<file path="src/rtl/pcs_pkg.sv">
// Shared 10GBASE-R PCS definitions: widths, sync header codes, gearbox sequencing.
package pcs_pkg;

  localparam int DATA_WIDTH      = 32;
  localparam int HEADER_WIDTH    = 2;
  localparam int GEARBOX_SEQ_MAX = 32;

  // Internal gearbox geometry: a 64-bit holding buffer and a 6-bit counter of valid bits.
  localparam int SEQ_WIDTH = 6;
  localparam int BUF_WIDTH = 64;
  localparam int CNT_WIDTH = 6;

  typedef logic [HEADER_WIDTH-1:0] sync_header_t;

  localparam sync_header_t SYNC_DATA = 2'b01;
  localparam sync_header_t SYNC_CTRL = 2'b10;

  // What the gearbox does with the upstream word in a given sequence slot.
  typedef enum logic [1:0] {
    WORD_FIRST  = 2'd0,  // header + first payload word of a block
    WORD_SECOND = 2'd1,  // second payload word of a block
    WORD_PAUSE  = 2'd2   // nothing consumed, buffer drains
  } word_kind_t;

  // Decode a sequence slot into the kind of word accepted there.
  function automatic word_kind_t word_kind(input logic [SEQ_WIDTH-1:0] seq);
    if (seq == SEQ_WIDTH'(GEARBOX_SEQ_MAX)) return WORD_PAUSE;
    else if (!seq[0])                       return WORD_FIRST;
    else                                    return WORD_SECOND;
  endfunction

endpackage

</file>
<file path="src/rtl/tx_gearbox.sv">
// TX 66b->32b gearbox: packs {data1, data0, header} blocks into a continuous 32-bit
// stream (LSB first) and pauses upstream for one cycle out of every 33.
module tx_gearbox
  import pcs_pkg::*;
#(
  parameter int DATA_WIDTH   = pcs_pkg::DATA_WIDTH,
  parameter int HEADER_WIDTH = pcs_pkg::HEADER_WIDTH
) (
  input  logic                    clk,
  input  logic                    reset,
  input  logic                    init_done,
  input  logic [HEADER_WIDTH-1:0] i_header,
  input  logic [DATA_WIDTH-1:0]   i_data,
  output logic [DATA_WIDTH-1:0]   o_data,
  output logic                    o_pause,
  output logic                    o_first_word,
  output logic [SEQ_WIDTH-1:0]    o_seq
);

  // The datapath below is written for a 32-bit word and a 2-bit header only.
  if (DATA_WIDTH != 32) begin : g_bad_data_width
    $error("tx_gearbox: only DATA_WIDTH=32 is supported");
  end
  if (HEADER_WIDTH != 2) begin : g_bad_header_width
    $error("tx_gearbox: only HEADER_WIDTH=2 is supported");
  end

  logic [SEQ_WIDTH-1:0]  seq_q;
  logic [CNT_WIDTH-1:0]  cnt_q;
  logic [BUF_WIDTH-1:0]  buffer_q;
  logic [DATA_WIDTH-1:0] data_q;

  word_kind_t            kind;
  logic [BUF_WIDTH-1:0]  insert;
  logic [BUF_WIDTH-1:0]  merged;
  logic [CNT_WIDTH:0]    total;   // valid bits after insert, 0..64

  assign kind = word_kind(seq_q);

  // Place the accepted word (with header on a block's first word) above the bits
  // already held, and compute how many bits are valid before the output takes 32.
  always_comb begin
    // NOTE: every always_comb output gets a default first so no path can infer a latch.
    insert = '0;
    total  = {1'b0, cnt_q};
    unique case (kind)
      WORD_FIRST: begin
        insert = BUF_WIDTH'({i_data, i_header}) << cnt_q;
        total  = {1'b0, cnt_q} + 7'd34;
      end
      WORD_SECOND: begin
        insert = BUF_WIDTH'(i_data) << cnt_q;
        total  = {1'b0, cnt_q} + 7'd32;
      end
      default: ;
    endcase
    merged = buffer_q | insert;
  end

  // Sequence counter: 0..32 while running, frozen at 0 while the transceiver is not ready.
  always_ff @(posedge clk or posedge reset) begin
    // NOTE: sequential state uses non-blocking assignments so all registers update together.
    if (reset) begin
      seq_q <= '0;
    end else if (!init_done) begin
      seq_q <= '0;
    end else if (seq_q == SEQ_WIDTH'(GEARBOX_SEQ_MAX)) begin
      seq_q <= '0;
    end else begin
      seq_q <= seq_q + 1'b1;
    end
  end

  // Holding buffer and output register: emit the low 32 bits, keep the rest for next cycle.
  always_ff @(posedge clk or posedge reset) begin
    // NOTE: the buffer is cleared on reset/init so a discarded partial block never leaks out.
    if (reset) begin
      buffer_q <= '0;
      cnt_q    <= '0;
      data_q   <= '0;
    end else if (!init_done) begin
      buffer_q <= '0;
      cnt_q    <= '0;
      data_q   <= '0;
    end else begin
      data_q   <= merged[DATA_WIDTH-1:0];
      buffer_q <= {{DATA_WIDTH{1'b0}}, merged[BUF_WIDTH-1:DATA_WIDTH]};
      cnt_q    <= CNT_WIDTH'(total - 7'd32);
    end
  end

  assign o_data       = data_q;
  assign o_pause      = (kind == WORD_PAUSE);
  assign o_first_word = (kind == WORD_FIRST);
  assign o_seq        = seq_q;

  // Every output word must be fully populated; running short means the sequence is broken.
  a_no_underrun : assert property (
    @(posedge clk) disable iff (reset || !init_done) total >= 7'd32
  );

  // The bit count only ever advances by even amounts.
  a_cnt_even : assert property (
    @(posedge clk) disable iff (reset) !cnt_q[0]
  );

endmodule

</file>
<file path="config.mk">
export PLATFORM = sky130hd
export DESIGN_NAME = tx_gearbox
export DESIGN_NICKNAME = d
export VERILOG_FILES = /design/src/rtl/pcs_pkg.sv /design/src/rtl/tx_gearbox.sv
export SDC_FILE = /design/constraint.sdc
export NUM_CORES = 1
export LEC_CHECK = 0
export CAP_MARGIN = 10
export CORE_MARGIN = 2
export CORE_UTILIZATION = 25
export DETAILED_ROUTE_END_ITERATION = 10
export PLACE_DENSITY = 0.52
export SLEW_MARGIN = 20
export SYNTH_ARGS = -nofsm -noshare
export SYNTH_HDL_FRONTEND = slang
export SYNTH_SLANG_ARGS = --single-unit
</file>
<file path="constraint.sdc">
create_clock -name clk -period 3.5 [get_ports clk]
set_clock_uncertainty 0.1 [all_clocks]
set_input_delay 0.35 -clock clk [delete_from_list [all_inputs] [get_ports clk]]
set_output_delay 0.35 -clock clk [all_outputs]
set_load 0.03 [all_outputs]
</file>
==> results of run 1 <==
[synth_stat cells, types with 7 or more instances]
library cell  instances  share of area
o22ai_1              15          0.016
a21oi_1              23          0.020
a211oi_1             14          0.018
nor2_1               58          0.038
a31oi_1               7         0.0076
mux2i_1              34          0.059
o211ai_1             20          0.026
nor2b_1              19          0.021
nand4_1               7         0.0076
a221o_1               7          0.012
nor3_1               24          0.021
mux4_2                8          0.031
or3_1                 8         0.0087
o32ai_1               7          0.011
nand3_1              22          0.019
buf_2                14          0.012
and2_1                9         0.0098
dfrtp_1              75           0.33
inv_1                18          0.012
o21a_1                8          0.010
a22oi_1              13          0.017
o21ai_0              27          0.023
mux2_2                9          0.018
clkbuf_1             38          0.025
o221ai_1             15          0.023
nand2_1              59          0.038
[through the flow]
step                      setup WS (ns)    util  power (mW)  hold slack (ns)  std cells
final                            0.3233  0.3213       3.205           0.3563       1033
after global routing            0.09088  0.3213       3.350           0.3783       1033
after CTS                        0.3731  0.3213       3.206           0.3657       1033
after detailed placement         0.3938  0.3075       2.223           0.3469       1017
after global placement           0.4593  0.3075       2.223           0.3522       1017
after floorplan                  0.1030       -       1.741           0.3281        672
[layer usage]
layer,vias to the layer above,global-route usage,share of wire
li1,2721,-,-
met1,2894,0.2869,0.47
met2,372,0.2587,0.41
met3,39,0.03417,0.099
met4,0,0.05374,0.022
met5,-,0,0
[state kept, by name, summed over array words and instances, names as in the netlist]
name / flops
o_data: 32
o_seq: 6
cnt_q: 5
buffer_q: 32
[worst max-delay path, stage by stage, from the launching register on]
cell	delay, ns
dfrtp_1	0.40
inv_1	0.07
ha_1	0.27
nor2b_1	0.31
buf_4	0.25
nor3_1	0.06
or4_1	0.61
nand2b_1	0.24
a41oi_1	0.23
o21ai_1	0.12
o31ai_1	0.38
[power groups by stage]
| stage | clock network, mW | logic [mW] | registers, mW |
|---|---|---|---|
| 2_1_floorplan | 0 | 0.645 | 1.10 |
| 3_3_place_gp | 0 | 1.23 | 0.992 |
| 3_5_place_dp | 0 | 1.23 | 0.993 |
| 4_1_cts | 0.996 | 1.23 | 0.976 |
| 5_1_grt | 1.03 | 1.33 | 0.982 |
| 6_report | 0.976 | 1.25 | 0.974 |
[cells by family (layout without fill, tap and decap cells)]
logic type,count (synthesis),in the layout,synth area share
flip-flops,75,75,0.3258
multiplexers,52,52,0.1103
adder cells (fa/ha/maj),3,3,0.006517
XOR/XNOR,8,8,0.01216
AO/OA/AOI/OAI,226,226,0.2954
AND/OR/NAND/NOR,229,229,0.1914
buffers and inverters,79,155,0.05843
[layout by cell type (no fill, tap or decap), types with 22 or more instances in the layout]
cell type,netlist,final
dfrtp_1,75,74
clkdlybuf4s50_1,0,74
nand2_1,59,59
nor2_1,58,58
buf_4,1,43
mux2i_1,34,34
o21ai_0,27,27
nor3_1,24,24
a21oi_1,23,23
nand3_1,22,22
[cell type report]
type	count	area [um2]	area share
Multi-Input combinational cell	518	3547	0.4876
Sequential cell	75	1878	0.2582
Timing Repair Buffer	119	1104	0.1517
Tap cell	285	356.6	0.04902
Clock buffer	11	252.7	0.03474
Inverter	20	76.32	0.01049
Clock inverter	5	60.06	0.008256
[worst max path at each step]
stage                        from                endpoint  slack [ns]  cells past startpoint
2_1_floorplan  o_seq[0]$_DFF_PP0_  buffer_q[25]$_DFF_PP0_        0.10                     12
3_3_place_gp   o_seq[1]$_DFF_PP0_    o_data[16]$_DFF_PP0_        0.46                     10
3_5_place_dp   o_seq[1]$_DFF_PP0_    o_data[16]$_DFF_PP0_        0.39                     10
4_1_cts        o_seq[1]$_DFF_PP0_    o_data[16]$_DFF_PP0_        0.37                     10
5_1_grt        o_seq[1]$_DFF_PP0_    o_data[21]$_DFF_PP0_        0.09                     11
6_report       o_seq[1]$_DFF_PP0_    o_data[16]$_DFF_PP0_        0.32                     10
==> summary.txt, run 1 <==
Yosys
  • Distinct cells, synth: 75
  • Post-synthesis cell area: 5761 um2
  • Seq/Total Area, Yosys: 0.3258
  • Post-Synthesis Cells: 672
  • Post-synth ARST share: 1.000
  • Ys flop type: dfrtp_1
  • Syn nets: 712
  • Number of synthesized register bits: 75
  • Post-synth EDFFs: 0
  • Syn avg cell area: 8.572 um2
  • Yosys warning count: 0

STA
  • Least-Margin Pin Slew: approximately 0.86 ns
  • Worst relative slew slack: 0.4240
  • Setup Total Neg Slack: 0 ns
  • Final setup vio count: 0
  • Final Max Tran Viols: 0
  • Period Utilization, post-route: 0.9076
  • Final hold vios: 0
  • Fmax: 314.8 MHz
  • RSZ-0062 raised after global routing: no
  • Final min period: around 3.2 ns

Placed design
  • RePlAce Congestion: roughly 0.93
  • Port bufs: 76
  • DP HPWL: 16800 um
  • DP Area: ~7000 um2

Detailed routing
  • Antenna-violating nets left: 0
  • Vias: between 6000 and 7000
  • Initial drt markers: 684
  • DRC violation count after routing: 0
  • DR WL/cell: 21.67 um
  • Detailed Routing Iterations Pass 1: 5
  • DR vias/cell: 5.833
  • Routed Wire Length: 22390 um

Worst setup path
  • CP Class: reg -> reg
  • Critical path arrival: about 3.3 ns
  • Reg2reg path depth: 10
  • Worst r2r dst: o_data[16]$_DFF_PP0_
  • CP Capture Type: register
  • Worst EP required: 3.61 ns
  • Worst r2r src: o_seq[1]$_DFF_PP0_
  • Worst-path maximum fanout: 12
  • Crit start category: register
  • Setup slack, reg-to-reg: 0.32 ns

Worst hold path
  • Hold/Removal Path Class: in -> async

Global routing
  • GRT Total Usage: 0.1855
  • Initial antenna violation count: 0
  • Vias in the first global route: around 5500
  • Largest net degree at the start of global routing: 46
  • First-pass GRT wire length: approximately 35000 um
  • Grt ovf: 0

CTS
  • Clock latency on the worst-skew pair: 0.35 ns
  • Sink Count: 75
  • Clk slew on worst S/H paths: 0.06 ns
  • Clk root buf: clkbuf_16
  • Post-CTS Resized: 0
  • CTS tree: yes
  • Bufs on Longest Clock Path: 2
  • Number of setup buffers added after CTS: 0
  • # hold bufs at CTS: 0
  • Num CTS Buffers: 9
  • CTS H-tree lvls: 3

Flow run
  • Max-cap violations: 0

Power and ir drop
  • Leak pwr: 2.930 nW
  • Seq pwr share: 0.304
  • Clock power frac: 0.305
  • Internal power: 2.005 mW
  • Switching pwr: 1.200 mW
  • Worst VDD drop: 0.1879 mV
  • Combinational share of power: 0.392
  • Switching Share: 0.3744
  • Pwr/cell area: 440.5 nW/um2

Floorplan
  • Die area: roughly 24000 um2
  • # rows: 55
  • Die Width: 155.8 um
  • Initial Util: 0.2544
  • Die height: 155.8 um
  • Io pins: 77
  • Core area: 22640 um2

Finish
  • Filler cells: 2372
  • Nets@finish: 783
  • Finished Cell Area: 7274 um2
  • ANT cells: 0
  • Area grow syn2layout: 26.28%
  • Share of cells above drive strength 1: 0.1203

Outcome
  • Status: finished, final reports clean
Power figures use the tool's default switching activity.
==> run 2: changes to the inputs <==
--- a/config.mk
+++ b/config.mk
@@ -9,6 +9,7 @@
 export CORE_MARGIN = 2
 export CORE_UTILIZATION = 25
 export DETAILED_ROUTE_END_ITERATION = 10
+export GPL_TIMING_DRIVEN = 0
 export PLACE_DENSITY = 0.52
 export SLEW_MARGIN = 20
 export SYNTH_ARGS = -nofsm -noshare
==> run 2 against run 1 <==
  * Worst setup slack worse by 0.29 ns
  * Sequential power is 1% lower
  * Largest power group unchanged
  * Clock power is 5% higher
  * Non-clock buffer count is 20 higher
  * Critical path depth is 3 lower
  * Sequential share of layout area is 1.1 points lower
  * Combinational power is 11% higher
  * Final cell count is 1.9% higher
  * Die area stayed put
==> summary.txt, run 2 (synthesis results as in run 1) <==
Outcome
  • Status: finished, final reports clean (unchanged)

Floorplan
  • # rows: 55 (unchanged)
  • Die height: 155.8 um (unchanged)
  • Die area: 24270 um2 (unchanged)
  • Initial Util: 0.2544 (unchanged)
  • Die Width: 155.8 um (unchanged)
  • Core area: 22640 um2 (unchanged)
  • Io pins: 77 (unchanged)

Detailed routing
  • DR WL met2: 10810 um (was 9189 um)
  • Detailed Routing Iterations Pass 1: 5 (unchanged)
  • DR WL met3: 2196 um (was 2223 um)
  • Vias: 6296 (was 6026)
  • Initial drt markers: 604 (was 684)
  • Top layer in use: met4 (unchanged)
  • DR vias/cell: 5.979 (was 5.833)
  • DRC violation count after routing: 0 (unchanged)
  • DR WL/cell: 24.52 um (was 21.67 um)
  • Routed Wire Length: 25820 um (was 22390 um)
  • Met1 WL: 11720 um (was 10480 um)
  • Antenna-violating nets left: 0 (unchanged)

CTS
  • Bufs on Longest Clock Path: 2 (unchanged)
  • Sink Count: 75 (unchanged)
  • Clock latency on the worst-skew pair: 0.34 ns (was 0.35 ns)
  • Clk root buf: clkbuf_16 (unchanged)
  • CTS H-tree lvls: 3 (unchanged)
  • CTS tree: yes (unchanged)
  • Clk slew on worst S/H paths: 0.06 ns (about the same)
  • Num CTS Buffers: 9 (unchanged)

STA
  • Final hold vios: 0 (unchanged)
  • Final hold slack: 0.2320 ns (was 0.3563 ns)
  • Least-Margin Pin Slew: 1.140 ns (was 0.8574 ns)
  • Fmax: 288.5 MHz (was 314.8 MHz)
  • Worst relative slew slack: 0.2370 (was 0.4240)
  • Final setup vio count: 0 (unchanged)
  • Period Utilization, post-route: 0.9903 (was 0.9076)
  • Final Max Tran Viols: 0 (unchanged)
  • Final min period: 3.466 ns (was 3.177 ns)

Global routing
  • GRT Total Usage: 0.2123 (was 0.1855)
  • Grt ovf: 0 (unchanged)
  • Initial antenna violation count: 0 (unchanged)
  • Vias in the first global route: 5978 (was 5495)
  • Largest net degree at the start of global routing: 54 (was 46)
  • First-pass GRT wire length: 38670 um (was 34590 um)

Worst setup path
  • CP Class: reg -> out (was reg -> reg)
  • Worst EP required: 3.05 ns (was 3.61 ns)
  • CP Capture Type: primary output (was register)
  • Critical path arrival: 3.02 ns (was 3.28 ns)
  • Worst-path maximum fanout: 10 (was 12)
  • Crit start category: register (unchanged)

Power and ir drop
  • Leak pwr: 2.930 nW (about the same)
  • Pwr/cell area: 444.9 nW/um2 (was 440.5 nW/um2)
  • Worst VDD drop: 0.2519 mV (was 0.1879 mV)

Finish
  • Non-Filler Instances: 1053 (was 1033)
  • Most frequent cells in the layout: 75 x clkdlybuf4s50_1, 74 x dfrtp_1, 58 x nand2_1, 56 x nor2_1, 33 x clkbuf_1 (was 74 x dfrtp_1, 74 x clkdlybuf4s50_1, 59 x nand2_1, 58 x nor2_1, 43 x buf_4)
  • Final Util: 0.3351 (was 0.3213)
  • Filler cells: 2350 (was 2372)
  • ANT cells: 0 (unchanged)
  • Nets@finish: 803 (was 783)
  • Area grow syn2layout: 31.71% (was 26.28%)
  • Share of cells above drive strength 1: 0.1484 (was 0.1203)
  • Commonest non-fill, non-tap cell in the layout: clkdlybuf4s50_1

Worst hold path
  • Hold/Removal Path Class: in -> async (unchanged)

Placed design
  • RePlAce Congestion: 0.9779 (was 0.9274)
  • DP HPWL: 19460 um (was 16800 um)
  • Port bufs: 76 (unchanged)
  • Inst Count DP: 1034 (was 1017)

Flow run
  • Max-cap violations: 0 (unchanged)
-- run 2: cell types whose count changed in the layout (fill, tap and decap cells not counted), moves of 4 or more --
| cell | previous run | this run |
|---|---|---|
| mux2i_4 | 0 | 6 |
| buf_4 | 43 | 3 |
| a211oi_2 | 0 | 4 |
| nor3_1 | 24 | 18 |
| nor3_2 | 0 | 6 |
| mux2i_2 | 1 | 8 |
| buf_2 | 0 | 11 |
| clkbuf_2 | 0 | 5 |
| a211oi_1 | 14 | 10 |
| clkbuf_1 | 0 | 33 |
| mux2i_1 | 34 | 21 |
-- run 2: power by group --
part	switching [mW]	total (mW)	internal (mW)
Clock	0.359	1.02	0.662
Combinational	0.888	1.39	0.507
Sequential	0.0245	0.960	0.936
Total	1.27	3.38	2.10
-- run 2: layer usage --
layer | GRT usage | vias to the layer above
li1 | - | 2768
met2 | 0.3017 | 379
met5 | 0 | -
met1 | 0.3018 | 3074
met4 | 0.09436 | 0
met3 | 0.05389 | 75
-- run 2: critical path: stages (launching register included) --
cell and delay [ns]:
dfrtp_2 0.49, inv_2 0.15, clkbuf_8 0.21, ha_2 0.29
nor2b_4 0.27, nand2_2 0.25, inv_4 0.29, clkdlybuf4s50_1 0.72
-- run 2: stage by stage --
step / setup WS (ns) / setup TNS, ns / power, mW / instance area [um2]
final: 0.03403 / 0 / 3.376 / 7587
after global routing: -0.01554 / -0.04498 / 3.501 / 7587
after CTS: 0.002948 / 0 / 3.311 / 7441
after detailed placement: -1.265 / -63.63 / 2.230 / 6913
after global placement: -1.391 / -82.67 / 2.235 / 6878
after floorplan: 0.1030 / 0 / 1.741 / 5761
-- run 2: area by class of cell --
| cell class | instances | area [um2] | area share |
|---|---|---|---|
| tap | 285 | 356.6 | 0.04700 |
| buffer | 58 | 285.3 | 0.03760 |
| sequential | 75 | 1878 | 0.2475 |
| clock inverter | 4 | 72.57 | 0.009565 |
| clock buffer | 12 | 256.5 | 0.03381 |
| inverter | 20 | 80.08 | 0.01055 |
| timing repair buffer | 81 | 829.5 | 0.1093 |
| multi-input combinational | 518 | 3829 | 0.5046 |
-- run 2: path summary, 6_finish.rpt --
check	endpoint	cells after the start	slack, ns	from
min in group clk	o_data[15]$_DFF_PP0_	1	0.36	buffer_q[15]$_DFF_PP0_
hold / removal	o_data[0]$_DFF_PP0_	2	0.23	reset
setup / recovery	o_pause	7	0.03	o_seq[0]$_DFF_PP0_
setup reg to reg	buffer_q[25]$_DFF_PP0_	11	0.05	o_seq[0]$_DFF_PP0_
max in group asynchronous	buffer_q[26]$_DFF_PP0_	3	2.51	reset
hold reg to reg	o_data[15]$_DFF_PP0_	1	0.36	buffer_q[15]$_DFF_PP0_
-- run 2: what timing repair did --
| action | 4_1_cts | 5_1_grt |
|---|---|---|
| endpoints found under the hold margin | 0 | 0 |
| hold buffers | 0 | 0 |
| pin swaps | 0 | 2 |
| gates resized for setup | 44 | 29 |
| buffers inserted | 1 | 3 |
| endpoints found under the setup margin | 76 | 49 |
==> RTL change (config.mk and constraints of run 2) <==
Set the package constant `SEQ_WIDTH` to 7 (it was 6).
--- a/src/rtl/pcs_pkg.sv
+++ b/src/rtl/pcs_pkg.sv
@@ -7,5 +7,5 @@
 
   // Internal gearbox geometry: a 64-bit holding buffer and a 6-bit counter of valid bits.
-  localparam int SEQ_WIDTH = 6;
+  localparam int SEQ_WIDTH = 7;
   localparam int BUF_WIDTH = 64;
   localparam int CNT_WIDTH = 6;
Ports: changed (resized o_seq); port bits go from 77 to 78. No check against the original RTL was run, so the function may have changed too.
==> RTL change against run 2 <==
  * Sequential cell count rose by 1
  * Area after synthesis down 2.2%
  * Via count shrank 8.4%
  * Power decreased by 4.6%
  * Final cell count fell by 4.6%
  * Design area shrank 3.5%
  * Routed wire length shrank 6.4%
  * Worst setup slack better by 0.021 ns
  * Largest cell class unchanged
==> RTL change: results <==
set metrics [dict create \
    worst_setup_path_start_kind "register" \
    power.share.switching_pct 36.75 \
    fillCellCount 2286 \
    synth_top_cells_by_area "sky130_fd_sc_hd__dfrtp_1 (34%), sky130_fd_sc_hd__mux2i_1 (10%), sky130_fd_sc_hd__nand2_1 (5.0%), sky130_fd_sc_hd__mux4_2 (4.4%), sky130_fd_sc_hd__nor2_1 (3.2%)" \
    cts_max_level 3 \
    count_of_routing_violations_after_the_opening_detailed_route_iteration 529 \
    via_count_of_the_first_global_routing_pass 5757 \
    detailroute.wirelength.met3_microns 1696 \
    numPortBuffers 76 \
    global_route.usage.met2_pct 31.75 \
    post_synth_mux_area_share_pct 17.28 \
    power.static_leakage_nw 2.950 \
    postSynthCellCount 631 \
    antenna_found_initial 1 \
    gr-usage-all-layers_pct 20.56 \
    max-slew-margin-rel_pct 38.77 \
    route.detailed.wl_per_inst_microns 24.06 \
    placed_area_sq_um 6784 \
    synthXorXnorAreaFrac_pct 1.399 \
    m1WireLength_microns 10630 \
    routabilityCongestion 0.9889 \
    detailroute.wirelength.met2_microns 10680 \
    synthesis.nets 671 \
    post-dp-hpwl_microns 18570 \
    finalWirelength_microns 24180 \
    design_area_sq_um 7321 \
    vdd_drop_max_uv 267.3 \
    worst_path_largest_cell_delay_ns 0.45 \
    internal_power_w 0.002037 \
    run_status "finished clean" \
    netlist_top_cells_count "sky130_fd_sc_hd__dfrtp_1 (76), sky130_fd_sc_hd__nand2_1 (75), sky130_fd_sc_hd__mux2i_1 (59), sky130_fd_sc_hd__nor2_1 (48), sky130_fd_sc_hd__clkbuf_1 (33)" \
    synth-async-reset-ratio_pct 100.0 \
    synth_compound_area_share_pct 24.30 \
    synthAdderAreaFrac_pct 0.6664 \
    clkPwrFrac_pct 30.6 \
    grt_pass1_wl_microns 36710 \
    place_inst 988 \
    grt_start_max_net_pins 45 \
    critical_path.slowest_cell "sky130_fd_sc_hd__mux2i_2" \
    use_met1_pct 27.77 \
    yosysUniqueCellTypes 66 \
    worstSetupEndpointType "register" \
    layout_worst_path_cycle_share_pct 98.42 \
    critPathTopFamily "compound AO/OA/AOI/OAI gates" \
    global_route.overflow_total 0 \
    synth.yosys.seq_area_share_pct 33.76 \
    fin_hold_ws_ns 0.2677 \
    share_of_total_power_in_combinational_logic_pct 39.4 \
    avg_vias_per_cell 5.738 \
    worstReg2RegEnd "buffer_q[6]" \
    layout-drive-gt1-share_pct 13.24 \
]
RTL change: cell count changes in the layout (fill, tap and decap cells not counted), moves of 7 or more:
cell and delta:
sky130_fd_sc_hd__mux2i_1 +19, sky130_fd_sc_hd__o21ai_0 -7, sky130_fd_sc_hd__inv_1 -9, sky130_fd_sc_hd__nor2_1 -10
sky130_fd_sc_hd__a211oi_1 -7, sky130_fd_sc_hd__nand2_1 +16
RTL change: area by class of cell:
class / count / area share (%)
Clock inverter: 4 / 1.008
Timing Repair Buffer: 78 / 10.85
Multi-Input combinational cell: 492 / 50.18
Tap cell: 280 / 4.786
Buffer: 52 / 3.350
Sequential cell: 76 / 25.98
Inverter: 11 / 0.6153
Clock buffer: 12 / 3.230
RTL change: timing repair:
action,CTS,global route
endpoints found under the setup margin,57,49
pin swaps,1,1
gates resized for setup,16,32
setup buffers,1,0
